## config.mk

```make
export PLATFORM = sky130hd
export DESIGN_NAME = nibble_alu_arbiter_flat
export DESIGN_NICKNAME = d
export VERILOG_FILES = /design/src/rtl/nibble_alu_arbiter_if.sv /design/src/rtl/nibble_alu_arbiter.sv /design/src/flat_wrapper.sv
export SDC_FILE = /design/constraint.sdc
export NUM_CORES = 1
export LEC_CHECK = 0
export BUFFER_PORTS_ARGS = -buffer_cell sky130_fd_sc_hd__buf_2
export CAP_MARGIN = 25
export CORE_AREA = 2 2 155 157
export DETAILED_ROUTE_END_ITERATION = 6
export DIE_AREA = 0 0 157 159
export PLACE_DENSITY = 0.63
export SLEW_MARGIN = 20
export SYNTH_ARGS = -nofsm -noshare
export SYNTH_HDL_FRONTEND = slang
export SYNTH_SLANG_ARGS = --single-unit
```

## constraint.sdc

```tcl
create_clock -name clk -period 1.6 [get_ports clk]
set_input_delay 0.08 -clock clk [delete_from_list [all_inputs] [get_ports clk]]
set_output_delay 0.08 -clock clk [all_outputs]
set_load 0.02 [all_outputs]
```

## src/rtl/nibble_alu_arbiter_if.sv

```systemverilog
// ---------------------------------------------------------------------------
// nibble_alu_arbiter_if
// Bundles the requester-side and ALU-side signals of the nibble ALU arbiter.
//   slave  modport : arbiter view (samples requests and ALU status, drives
//                    grants, done pulses, result and latched ALU operands)
//   master modport : environment view (requesters plus the ALU loop)
// Per-requester fields are packed, requester n occupying slice [n*width +: width].
// ---------------------------------------------------------------------------
interface nibble_alu_arbiter_if #(
  parameter int NREQ   = 2,
  parameter int W      = 32,
  parameter int CTRL_W = 8
);
  // requester side
  logic [NREQ-1:0]        req;
  logic [NREQ*W-1:0]      req_w1;
  logic [NREQ*W-1:0]      req_w2;
  logic [NREQ*CTRL_W-1:0] req_ctrl;
  logic [NREQ*3-1:0]      req_nibbles;
  logic [NREQ*W-1:0]      req_preinit;
  logic [NREQ-1:0]        gnt;
  logic [NREQ-1:0]        done;
  logic [W-1:0]           rsp_result;
  // ALU side
  logic                   alu_perm_to_count;
  logic [W-1:0]           alu_w1;
  logic [W-1:0]           alu_w2;
  logic [CTRL_W-1:0]      alu_ctrl;
  logic [2:0]             alu_nibbles;
  logic [W-1:0]           alu_preinit;
  logic                   alu_busy;
  logic [W-1:0]           alu_result;

  modport slave (
    input  req, req_w1, req_w2, req_ctrl, req_nibbles, req_preinit,
    input  alu_busy, alu_result,
    output gnt, done, rsp_result,
    output alu_perm_to_count, alu_w1, alu_w2, alu_ctrl, alu_nibbles, alu_preinit
  );

  modport master (
    output req, req_w1, req_w2, req_ctrl, req_nibbles, req_preinit,
    output alu_busy, alu_result,
    input  gnt, done, rsp_result,
    input  alu_perm_to_count, alu_w1, alu_w2, alu_ctrl, alu_nibbles, alu_preinit
  );
endinterface

```

## src/rtl/nibble_alu_arbiter.sv

```systemverilog
// ---------------------------------------------------------------------------
// nibble_alu_arbiter
// Shares one nibble-serial ALU loop between NREQ requesters with round-robin
// arbitration; one operation in flight at a time.
// Ports:
//   clk  : rising-edge clock
//   rst  : synchronous reset, active-high; aborts any operation without done
//   bus  : nibble_alu_arbiter_if.slave
//          req/req_* in   per-requester request and operands
//          gnt       out  one-hot owner of the ALU (ISSUE..DONE)
//          done      out  one-hot single-cycle result-valid pulse
//          rsp_result out result, held between operations
//          alu_*     out  operands latched on grant, stable until next grant
//          alu_busy/alu_result in  ALU loop status and result
// Sequence per operation: IDLE -> ISSUE -> RUN -> DONE -> IDLE (>= 4 cycles).
// ---------------------------------------------------------------------------
module nibble_alu_arbiter #(
  parameter int NREQ   = 2,
  parameter int W      = 32,
  parameter int CTRL_W = 8
) (
  input logic                clk,
  input logic                rst,
  nibble_alu_arbiter_if.slave bus
);

  localparam int PTR_W = $clog2(NREQ);

  localparam logic [1:0] ST_IDLE  = 2'd0;
  localparam logic [1:0] ST_ISSUE = 2'd1;
  localparam logic [1:0] ST_RUN   = 2'd2;
  localparam logic [1:0] ST_DONE  = 2'd3;

  logic [1:0]        r_state;
  logic [PTR_W-1:0]  r_ptr;
  logic [PTR_W-1:0]  r_win;
  logic [NREQ-1:0]   r_gnt;
  logic [NREQ-1:0]   r_done;
  logic [W-1:0]      r_rsp;
  logic [W-1:0]      r_alu_w1;
  logic [W-1:0]      r_alu_w2;
  logic [CTRL_W-1:0] r_alu_ctrl;
  logic [2:0]        r_alu_nibbles;
  logic [W-1:0]      r_alu_preinit;

  // Unpacked per-requester views of the packed request buses.
  logic [W-1:0]      w_w1      [NREQ];
  logic [W-1:0]      w_w2      [NREQ];
  logic [CTRL_W-1:0] w_ctrl    [NREQ];
  logic [2:0]        w_nibbles [NREQ];
  logic [W-1:0]      w_preinit [NREQ];
  // w_cand[k] = requester index examined k-th, i.e. (r_ptr + k) mod NREQ.
  logic [PTR_W-1:0]  w_cand    [NREQ];

  for (genvar gi = 0; gi < NREQ; gi++) begin : g_req
    logic [PTR_W:0] w_sum;
    assign w_w1[gi]      = bus.req_w1[gi*W +: W];
    assign w_w2[gi]      = bus.req_w2[gi*W +: W];
    assign w_ctrl[gi]    = bus.req_ctrl[gi*CTRL_W +: CTRL_W];
    assign w_nibbles[gi] = bus.req_nibbles[gi*3 +: 3];
    assign w_preinit[gi] = bus.req_preinit[gi*W +: W];
    assign w_sum         = {1'b0, r_ptr} + (PTR_W+1)'(gi);
    assign w_cand[gi]    = (w_sum >= (PTR_W+1)'(NREQ))
                           ? PTR_W'(w_sum - (PTR_W+1)'(NREQ))
                           : w_sum[PTR_W-1:0];
  end

  logic             w_any;
  logic [PTR_W-1:0] w_win;
  logic [NREQ-1:0]  w_win_onehot;
  logic             w_perm;

  // Scan candidates from farthest to nearest so the nearest set request,
  // starting at the round-robin pointer, overwrites the others.
  always_comb begin
    w_win = r_ptr;
    for (int k = NREQ - 1; k >= 0; k--) begin
      if (bus.req[w_cand[k]]) w_win = w_cand[k];
    end
  end

  assign w_any        = |bus.req;
  assign w_win_onehot = NREQ'(1) << w_win;

  // Permission follows ALU busy directly in RUN so it drops in the same
  // cycle the loop reports completion; ISSUE covers the ALU's busy latency.
  assign w_perm = (r_state == ST_ISSUE) || ((r_state == ST_RUN) && bus.alu_busy);

  always_ff @(posedge clk) begin
    if (rst) begin
      r_state       <= ST_IDLE;
      r_ptr         <= '0;
      r_win         <= '0;
      r_gnt         <= '0;
      r_done        <= '0;
      r_rsp         <= '0;
      r_alu_w1      <= '0;
      r_alu_w2      <= '0;
      r_alu_ctrl    <= '0;
      r_alu_nibbles <= '0;
      r_alu_preinit <= '0;
    end else begin
      r_done <= '0;
      case (r_state)
        ST_IDLE: begin
          if (w_any) begin
            r_alu_w1      <= w_w1[w_win];
            r_alu_w2      <= w_w2[w_win];
            r_alu_ctrl    <= w_ctrl[w_win];
            r_alu_nibbles <= w_nibbles[w_win];
            r_alu_preinit <= w_preinit[w_win];
            r_win         <= w_win;
            r_gnt         <= w_win_onehot;
            r_state       <= ST_ISSUE;
          end
        end
        ST_ISSUE: begin
          r_state <= ST_RUN;
        end
        ST_RUN: begin
          if (!bus.alu_busy) begin
            r_rsp   <= bus.alu_result;
            r_done  <= r_gnt;
            r_state <= ST_DONE;
          end
        end
        ST_DONE: begin
          r_gnt   <= '0;
          r_ptr   <= (r_win == PTR_W'(NREQ - 1)) ? '0 : r_win + 1'b1;
          r_state <= ST_IDLE;
        end
        default: r_state <= ST_IDLE;
      endcase
    end
  end

  assign bus.gnt               = r_gnt;
  assign bus.done              = r_done;
  assign bus.rsp_result        = r_rsp;
  assign bus.alu_perm_to_count = w_perm;
  assign bus.alu_w1            = r_alu_w1;
  assign bus.alu_w2            = r_alu_w2;
  assign bus.alu_ctrl          = r_alu_ctrl;
  assign bus.alu_nibbles       = r_alu_nibbles;
  assign bus.alu_preinit       = r_alu_preinit;

endmodule

```

## src/flat_wrapper.sv

```systemverilog
// flat-port wrapper written by rule: the top's interface ports become plain ports
module nibble_alu_arbiter_flat 
#(
  parameter int NREQ   = 2,
  parameter int W      = 32,
  parameter int CTRL_W = 8
)
  (clk, rst, bus_req, bus_req_w1, bus_req_w2, bus_req_ctrl, bus_req_nibbles, bus_req_preinit, bus_alu_busy, bus_alu_result, bus_gnt, bus_done, bus_rsp_result, bus_alu_perm_to_count, bus_alu_w1, bus_alu_w2, bus_alu_ctrl, bus_alu_nibbles, bus_alu_preinit);
  nibble_alu_arbiter_if #(.NREQ(NREQ), .W(W), .CTRL_W(CTRL_W)) bus_i ();
  input logic clk;
  input logic rst;
  input wire logic [$bits(bus_i.req)-1:0] bus_req;
  input wire logic [$bits(bus_i.req_w1)-1:0] bus_req_w1;
  input wire logic [$bits(bus_i.req_w2)-1:0] bus_req_w2;
  input wire logic [$bits(bus_i.req_ctrl)-1:0] bus_req_ctrl;
  input wire logic [$bits(bus_i.req_nibbles)-1:0] bus_req_nibbles;
  input wire logic [$bits(bus_i.req_preinit)-1:0] bus_req_preinit;
  input wire logic [$bits(bus_i.alu_busy)-1:0] bus_alu_busy;
  input wire logic [$bits(bus_i.alu_result)-1:0] bus_alu_result;
  output wire logic [$bits(bus_i.gnt)-1:0] bus_gnt;
  output wire logic [$bits(bus_i.done)-1:0] bus_done;
  output wire logic [$bits(bus_i.rsp_result)-1:0] bus_rsp_result;
  output wire logic [$bits(bus_i.alu_perm_to_count)-1:0] bus_alu_perm_to_count;
  output wire logic [$bits(bus_i.alu_w1)-1:0] bus_alu_w1;
  output wire logic [$bits(bus_i.alu_w2)-1:0] bus_alu_w2;
  output wire logic [$bits(bus_i.alu_ctrl)-1:0] bus_alu_ctrl;
  output wire logic [$bits(bus_i.alu_nibbles)-1:0] bus_alu_nibbles;
  output wire logic [$bits(bus_i.alu_preinit)-1:0] bus_alu_preinit;
  assign bus_i.req = bus_req;
  assign bus_i.req_w1 = bus_req_w1;
  assign bus_i.req_w2 = bus_req_w2;
  assign bus_i.req_ctrl = bus_req_ctrl;
  assign bus_i.req_nibbles = bus_req_nibbles;
  assign bus_i.req_preinit = bus_req_preinit;
  assign bus_i.alu_busy = bus_alu_busy;
  assign bus_i.alu_result = bus_alu_result;
  assign bus_gnt = bus_i.gnt;
  assign bus_done = bus_i.done;
  assign bus_rsp_result = bus_i.rsp_result;
  assign bus_alu_perm_to_count = bus_i.alu_perm_to_count;
  assign bus_alu_w1 = bus_i.alu_w1;
  assign bus_alu_w2 = bus_i.alu_w2;
  assign bus_alu_ctrl = bus_i.alu_ctrl;
  assign bus_alu_nibbles = bus_i.alu_nibbles;
  assign bus_alu_preinit = bus_i.alu_preinit;
  nibble_alu_arbiter #(.NREQ(NREQ), .W(W), .CTRL_W(CTRL_W)) u_core (.clk(clk), .rst(rst), .bus(bus_i));
endmodule
```

Word-level counts from Yosys, hierarchy flattened --
Index checks and enable logic that the tools add are counted.
Storage, ports and cells: bits in registers 147, latch bits 0, memory bits (writable) 0, memory bits (read-only) 0, input port bits 251, output and inout port bits 144, logic and storage cells 68, memories 0
Cells by class: $add $sub $neg 4, multipliers 0, divide/modulo/power cells 0, $lt $le $gt $ge 5, eq/ne operators 5, shift-type cells 1, mux-type cells 29, bitwise logic cells 3, reductions and logical operators 10
Operators with widths (count):
- 32-bit two-way mux | 9
- 8-bit two-way mux | 3
- 1-bit two-way mux | 9
- 3-bit two-way mux | 3
- 2-bit case mux with 4 select lines | 1
- 2-bit AND reduction | 4
- 2-bit two-way mux | 3
- 2-bit equality test, second input constant | 2
- 2-bit >= comparator, second input constant | 2
- 1-bit by 2-bit less-than comparator with 1-bit output, second input constant | 2
- 2-bit case mux with 2 select lines | 1
- 3-bit OR reduction | 1
- 1-bit by 1-bit adder with 2-bit output, second input constant | 1
- 2-bit by 1-bit equality test with 1-bit output, second input constant | 1
- 1-bit by 2-bit >= comparator with 1-bit output, second input constant | 1
- 2-bit zero test | 1
- 2-bit by 1-bit inequality test with 1-bit output, second input constant | 1
- 2-bit inequality test, second input constant | 1
- 1-bit inverter | 2
- 1-bit inverter with 2-bit output | 1
- 2-bit nonzero test | 1
- 2-bit OR reduction | 1
- 1-bit by 1-bit << shifter with 2-bit output, first input constant | 1
- 1-bit subtractor, second input constant | 2
- 3 further kinds | 3

Logic depth before layout (Yosys ltp) --
depth after elaboration 11, mapped depth 8

Worst setup path after synthesis --
Ideal clock, no wire load.
path type flip-flop to flip-flop, start point reg u_core.r_state[0], end point reg u_core.r_alu_w1[23] (netlist: u_core.bus.alu_w1[23]), library setup time 0.122 ns, data arrival time 1.589 ns, data required time 1.478 ns, setup slack -0.111 ns, stages on the path, launching flop included 8, cell sequence dfxtp_1 > inv_1 > ha_1 > and4b_1 > buf_6 > buf_6 > buf_6 > a221o_1
On the way: longest elaborated chain between the ends 2
Ends and longest elaborated chain:
- from (decl) | line nibble_alu_arbiter.sv:34 | logic [1:0] r_state;
- from (signal assigned) | line nibble_alu_arbiter.sv:91 | r_state <= ST_IDLE;
- from (signal assigned) | line nibble_alu_arbiter.sv:114 | r_state <= ST_ISSUE;
- from (signal assigned) | line nibble_alu_arbiter.sv:118 | r_state <= ST_RUN;
- 2-bit zero test | line nibble_alu_arbiter.sv:104 | case (r_state)
- 2-bit AND reduction (no source line)
- to (signal assigned) | line nibble_alu_arbiter.sv:107 | r_alu_w1 <= w_w1[w_win];
- to (decl) | line nibble_alu_arbiter.sv:40 | logic [W-1:0] r_alu_w1;
Every way passes these cells. A chain may end at the register's enable or synchronous reset.

Final worst setup path --
start point reg u_core.r_state[0], end point reg u_core.r_alu_w2[2] (netlist: u_core.bus.alu_w2[2])
On the way: longest elaborated chain between the ends 2
Ends and longest elaborated chain:
- 2-bit zero test | line nibble_alu_arbiter.sv:104
- 2-bit AND reduction (no source line)
- to (signal assigned) | line nibble_alu_arbiter.sv:108 | r_alu_w2 <= w_w2[w_win];
- to (decl) | line nibble_alu_arbiter.sv:41 | logic [W-1:0] r_alu_w2;
Every way passes these cells.

==> results_dict.tcl <==
set metrics [dict create \
    grt_overflow 0 \
    dieArea_sq_mm 0.0250 \
    p_clk_share_pct 28.6 \
    setup_slack_ns 0.0102 \
    share_seq_of_total_power_pct 33.7 \
    clk_pin_slew_worst_paths_ns 0.07 \
    global_route_wire_length_before_repair_microns 37900 \
    fill_cells 1975 \
    worstHoldPathType "input port to flip-flop" \
    criticalPathCategory "flip-flop to flip-flop" \
    cts_tree "built" \
    ir_drop_v 0.000646 \
    drc_errors 0 \
    internal_power_mw 9.79 \
    status "finished, final reports clean" \
    pin_count_of_the_biggest_net_entering_global_routing 78 \
    sw_frac_of_total_pct 34.9 \
    yosysTopAreaCell "sky130_fd_sc_hd__dfxtp_1" \
    synth_warnings 0 \
    postSynthNetCount 809 \
    setup_viol 0 \
    worst_setup_path_start_kind "flip-flop" \
    wirelength_microns 25500 \
    detail-route-antenna-nets 0 \
    slowest_cell_on_the_critical_path "sky130_fd_sc_hd__dfxtp_2" \
    numCtsBuffers 17 \
    die_x_microns 157 \
    period_minus_ws_final_ns 1.59 \
    timing_max_transition_violations_final 0 \
    ctsLongestPathBuffers 2 \
    net-switching-power_mw 5.25 \
    cp_num_cells 7 \
    ctsHtreeMaxLevel 4 \
    share_of_synthesized_area_occupied_by_flip_flops_and_latches_pct 50.8 \
    worstPathBufferInverterCount 3 \
    placement_rows 56 \
    worst_r2r_startpoint "u_core.r_state[0]" \
    clkLatencyLatePin_ns 0.41 \
    start_util_pct 25.0 \
    1st_iter_drt_viols 536 \
    synth_area_sq_mm 0.00579 \
    finalCritPeriodShare_pct 99.4 \
    fp.dieH_microns 159 \
    data_required_time_at_the_worst_endpoint_ns 1.95 \
    vias_per_cell 4.76 \
    timing.critical_path.slowest_cell_delay_ns 0.34 \
    grt_pass1_vias 7472 \
    power.leakage_nw 5.11 \
    finClkSkew_ns 0.00714 \
    rsz0062_at_grt "yes" \
    grt_usage_pct 19.0 \
    layout-drive-gt1-share_pct 38.6 \
    setup_slack_of_the_worst_register_to_register_path_ns 0.01 \
    num_vias 7185 \
    yosys_register_bits 147 \
    number_of_distinct_library_cells_after_synthesis 26 \
    timing.rr.end "u_core.bus.alu_w2[2]" \
    detailedRoute.firstPassIterationCount 5 \
    post_drt_wl_per_cell_microns 16.9 \
    critPathTopFamily "compound AO/OA/AOI/OAI gates" \
    gpl_congestion 0.791 \
    totalPowerFinal_mw 15.0 \
    slew_headroom_pct 70.2 \
    synth_top_area_share_pct 50.8 \
    cp_cell_sequence "inv_2 > ha_4 > nand2_2 > a211oi_4 > buf_12 > buf_16 > a221o_1" \
    finalHoldViolCount 0 \
    nNetsFinal 1430 \
    io_pins 395 \
    core_area_sq_mm 0.0232 \
    crit_path_max_fanout 13 \
    ratio_of_total_power_to_cell_area_mw_per_mm2 1330 \
    mostFrequentLayoutCell "sky130_fd_sc_hd__buf_2" \
    worst_hold_path.endpoint "u_core.bus.gnt[1]" \
    max_freq_mhz 629 \
    worst-r2r-cell-count 7 \
    grt_antenna_before_repair 2 \
    part_of_the_total_power_dissipated_in_combinational_logic_pct 37.7 \
    syn2layout_area_growth_pct 95.9 \
    most_frequent_cells_in_the_layout "sky130_fd_sc_hd__buf_2, sky130_fd_sc_hd__dlygate4sd3_1, sky130_fd_sc_hd__dfxtp_1" \
    cts.sinks 147 \
    synth_cells 554 \
    tightest_slew_ns 0.447 \
    cp.arrival_ns 1.94 \
    timing.hold.worst_path_depth 3 \
    io_buffers 394 \
    postSynthAreaPerCell_sq_um 10.5 \
    dp_hpwl_microns 14400 \
    post_synth_main_area_contributors "sky130_fd_sc_hd__dfxtp_1, sky130_fd_sc_hd__a221o_1, sky130_fd_sc_hd__nor3b_1" \
    clock_tree_root_driver_cell "sky130_fd_sc_hd__clkbuf_16" \
    endpoint_kind "flip-flop" \
    worst_hold_start "bus_req[1]" \
    dp_worst_setup_slack_ns 0.000844 \
    cap_violations 0 \
]
[worst max path at each step]
stage | start | to | slack [ns]
6_report | u_core.r_state[0] | u_core.bus.alu_w2[2] | 0.01
2_1_floorplan | u_core.r_state[0] | u_core.bus.alu_w1[23] | 0.03
3_5_place_dp | u_core.r_state[0] | u_core.bus.alu_preinit[10] | 0.0008
4_1_cts | u_core.r_state[0] | u_core.bus.alu_w2[8] | 0.0009
3_3_place_gp | u_core.r_state[0] | u_core.bus.alu_preinit[4] | 0.05
5_1_grt | u_core.r_state[0] | u_core.bus.alu_w1[28] | -0.08
[sequential cells by signal, indices dropped and copies added (netlist names)]
register	flops
u_core.r_ptr	1
u_core.bus.alu_nibbles	3
u_core.bus.alu_preinit	32
u_core.r_win	1
u_core.bus.done	2
u_core.bus.alu_w1	32
u_core.bus.alu_ctrl	8
u_core.r_state	2
u_core.bus.rsp_result	32
u_core.bus.gnt	2
u_core.bus.alu_w2	32
[final cells by class]
cell class              instances  area [sq um]  share of cell area, %
repair buffers                663          4800                   42.3
flip-flops and latches        147          2950                   26.0
multi-input cells             344          2560                   22.6
clock buffers                  20           447                   3.94
well taps                     319           399                   3.52
clock inverters                12           180                   1.59
inverters                       2          7.51                 0.0662
diodes                          2          5.00                 0.0441
[stage by stage]
step	instances	util (%)	TNS (ns)	hold slack, ns	area [sq um]
floorplan	554	-	0	0.216	5810
global placement	1224	35.1	0	0.302	8140
detailed placement	1224	35.1	0	0.306	8140
CTS	1502	48.4	0	0.0130	11200
global route	1509	48.9	-4.14	0.0519	11300
finish	1509	48.9	0	0.0398	11300
[repair_timing]
item	CTS	global route
gates cloned	0	3
resized for setup	1	5
endpoints found under the setup margin	9	108
pin swaps	0	15
setup buffers	0	2
hold endpoints to repair	139	0
hold buffers	246	0
[worst reg2reg max path, stage by stage (launching register included)]
cell and delay, ns:
sky130_fd_sc_hd__dfxtp_2 0.34, sky130_fd_sc_hd__inv_2 0.07, sky130_fd_sc_hd__ha_4 0.17, sky130_fd_sc_hd__nand2_2 0.09, sky130_fd_sc_hd__a211oi_4 0.34, sky130_fd_sc_hd__buf_12 0.19
sky130_fd_sc_hd__buf_16 0.15, sky130_fd_sc_hd__a221o_1 0.18
[synth_stat cells]
library cell and number:
sky130_fd_sc_hd__buf_2 22, sky130_fd_sc_hd__and4b_1 1, sky130_fd_sc_hd__a221o_1 107, sky130_fd_sc_hd__nand4b_1 1, sky130_fd_sc_hd__nor3b_1 110, sky130_fd_sc_hd__ha_1 4, sky130_fd_sc_hd__a32oi_1 1, sky130_fd_sc_hd__clkbuf_1 29
sky130_fd_sc_hd__dfxtp_1 147, sky130_fd_sc_hd__inv_1 2, sky130_fd_sc_hd__buf_1 1, sky130_fd_sc_hd__nand2_1 65, sky130_fd_sc_hd__nand2b_1 5, sky130_fd_sc_hd__nor2b_1 1, sky130_fd_sc_hd__a21oi_1 36, sky130_fd_sc_hd__clkbuf_2 1
sky130_fd_sc_hd__o21a_1 2, sky130_fd_sc_hd__a211oi_4 1, sky130_fd_sc_hd__a211o_1 1, sky130_fd_sc_hd__a21o_1 1, sky130_fd_sc_hd__buf_6 5, sky130_fd_sc_hd__mux2i_1 1, sky130_fd_sc_hd__buf_4 3, sky130_fd_sc_hd__nand2b_4 1
sky130_fd_sc_hd__o21ai_0 2, sky130_fd_sc_hd__nor2_1 4
[logic make-up after synthesis]
kind of cell | after synthesis | synth area share [%]
adder cells (fa/ha/maj) | 4 | 0.864
buffers and inverters | 63 | 5.42
AO/OA/AOI/OAI | 151 | 22.8
AND/OR/NAND/NOR | 188 | 19.9
flip-flops | 147 | 50.8
multiplexers | 1 | 0.173
[power groups by stage]
| stage | clock network [mW] | logic, mW | registers [mW] |
|---|---|---|---|
| after floorplan | 0 | 1.91 | 6.21 |
| after global placement | 0 | 4.91 | 5.09 |
| after detailed placement | 0 | 4.95 | 5.08 |
| after CTS | 4.43 | 5.43 | 5.02 |
| after global routing | 4.57 | 6.02 | 5.17 |
| final | 4.30 | 5.67 | 5.07 |
[routing by layer]
| metal | global-route usage (%) | wire length (microns) |
|---|---|---|
| met4 | 10.3 | 1060 |
| met1 | 20.9 | 9820 |
| met2 | 32.6 | 12400 |
| met5 | 0 | 0 |
| met3 | 5.88 | 2280 |
Power figures use the tool's default switching activity.
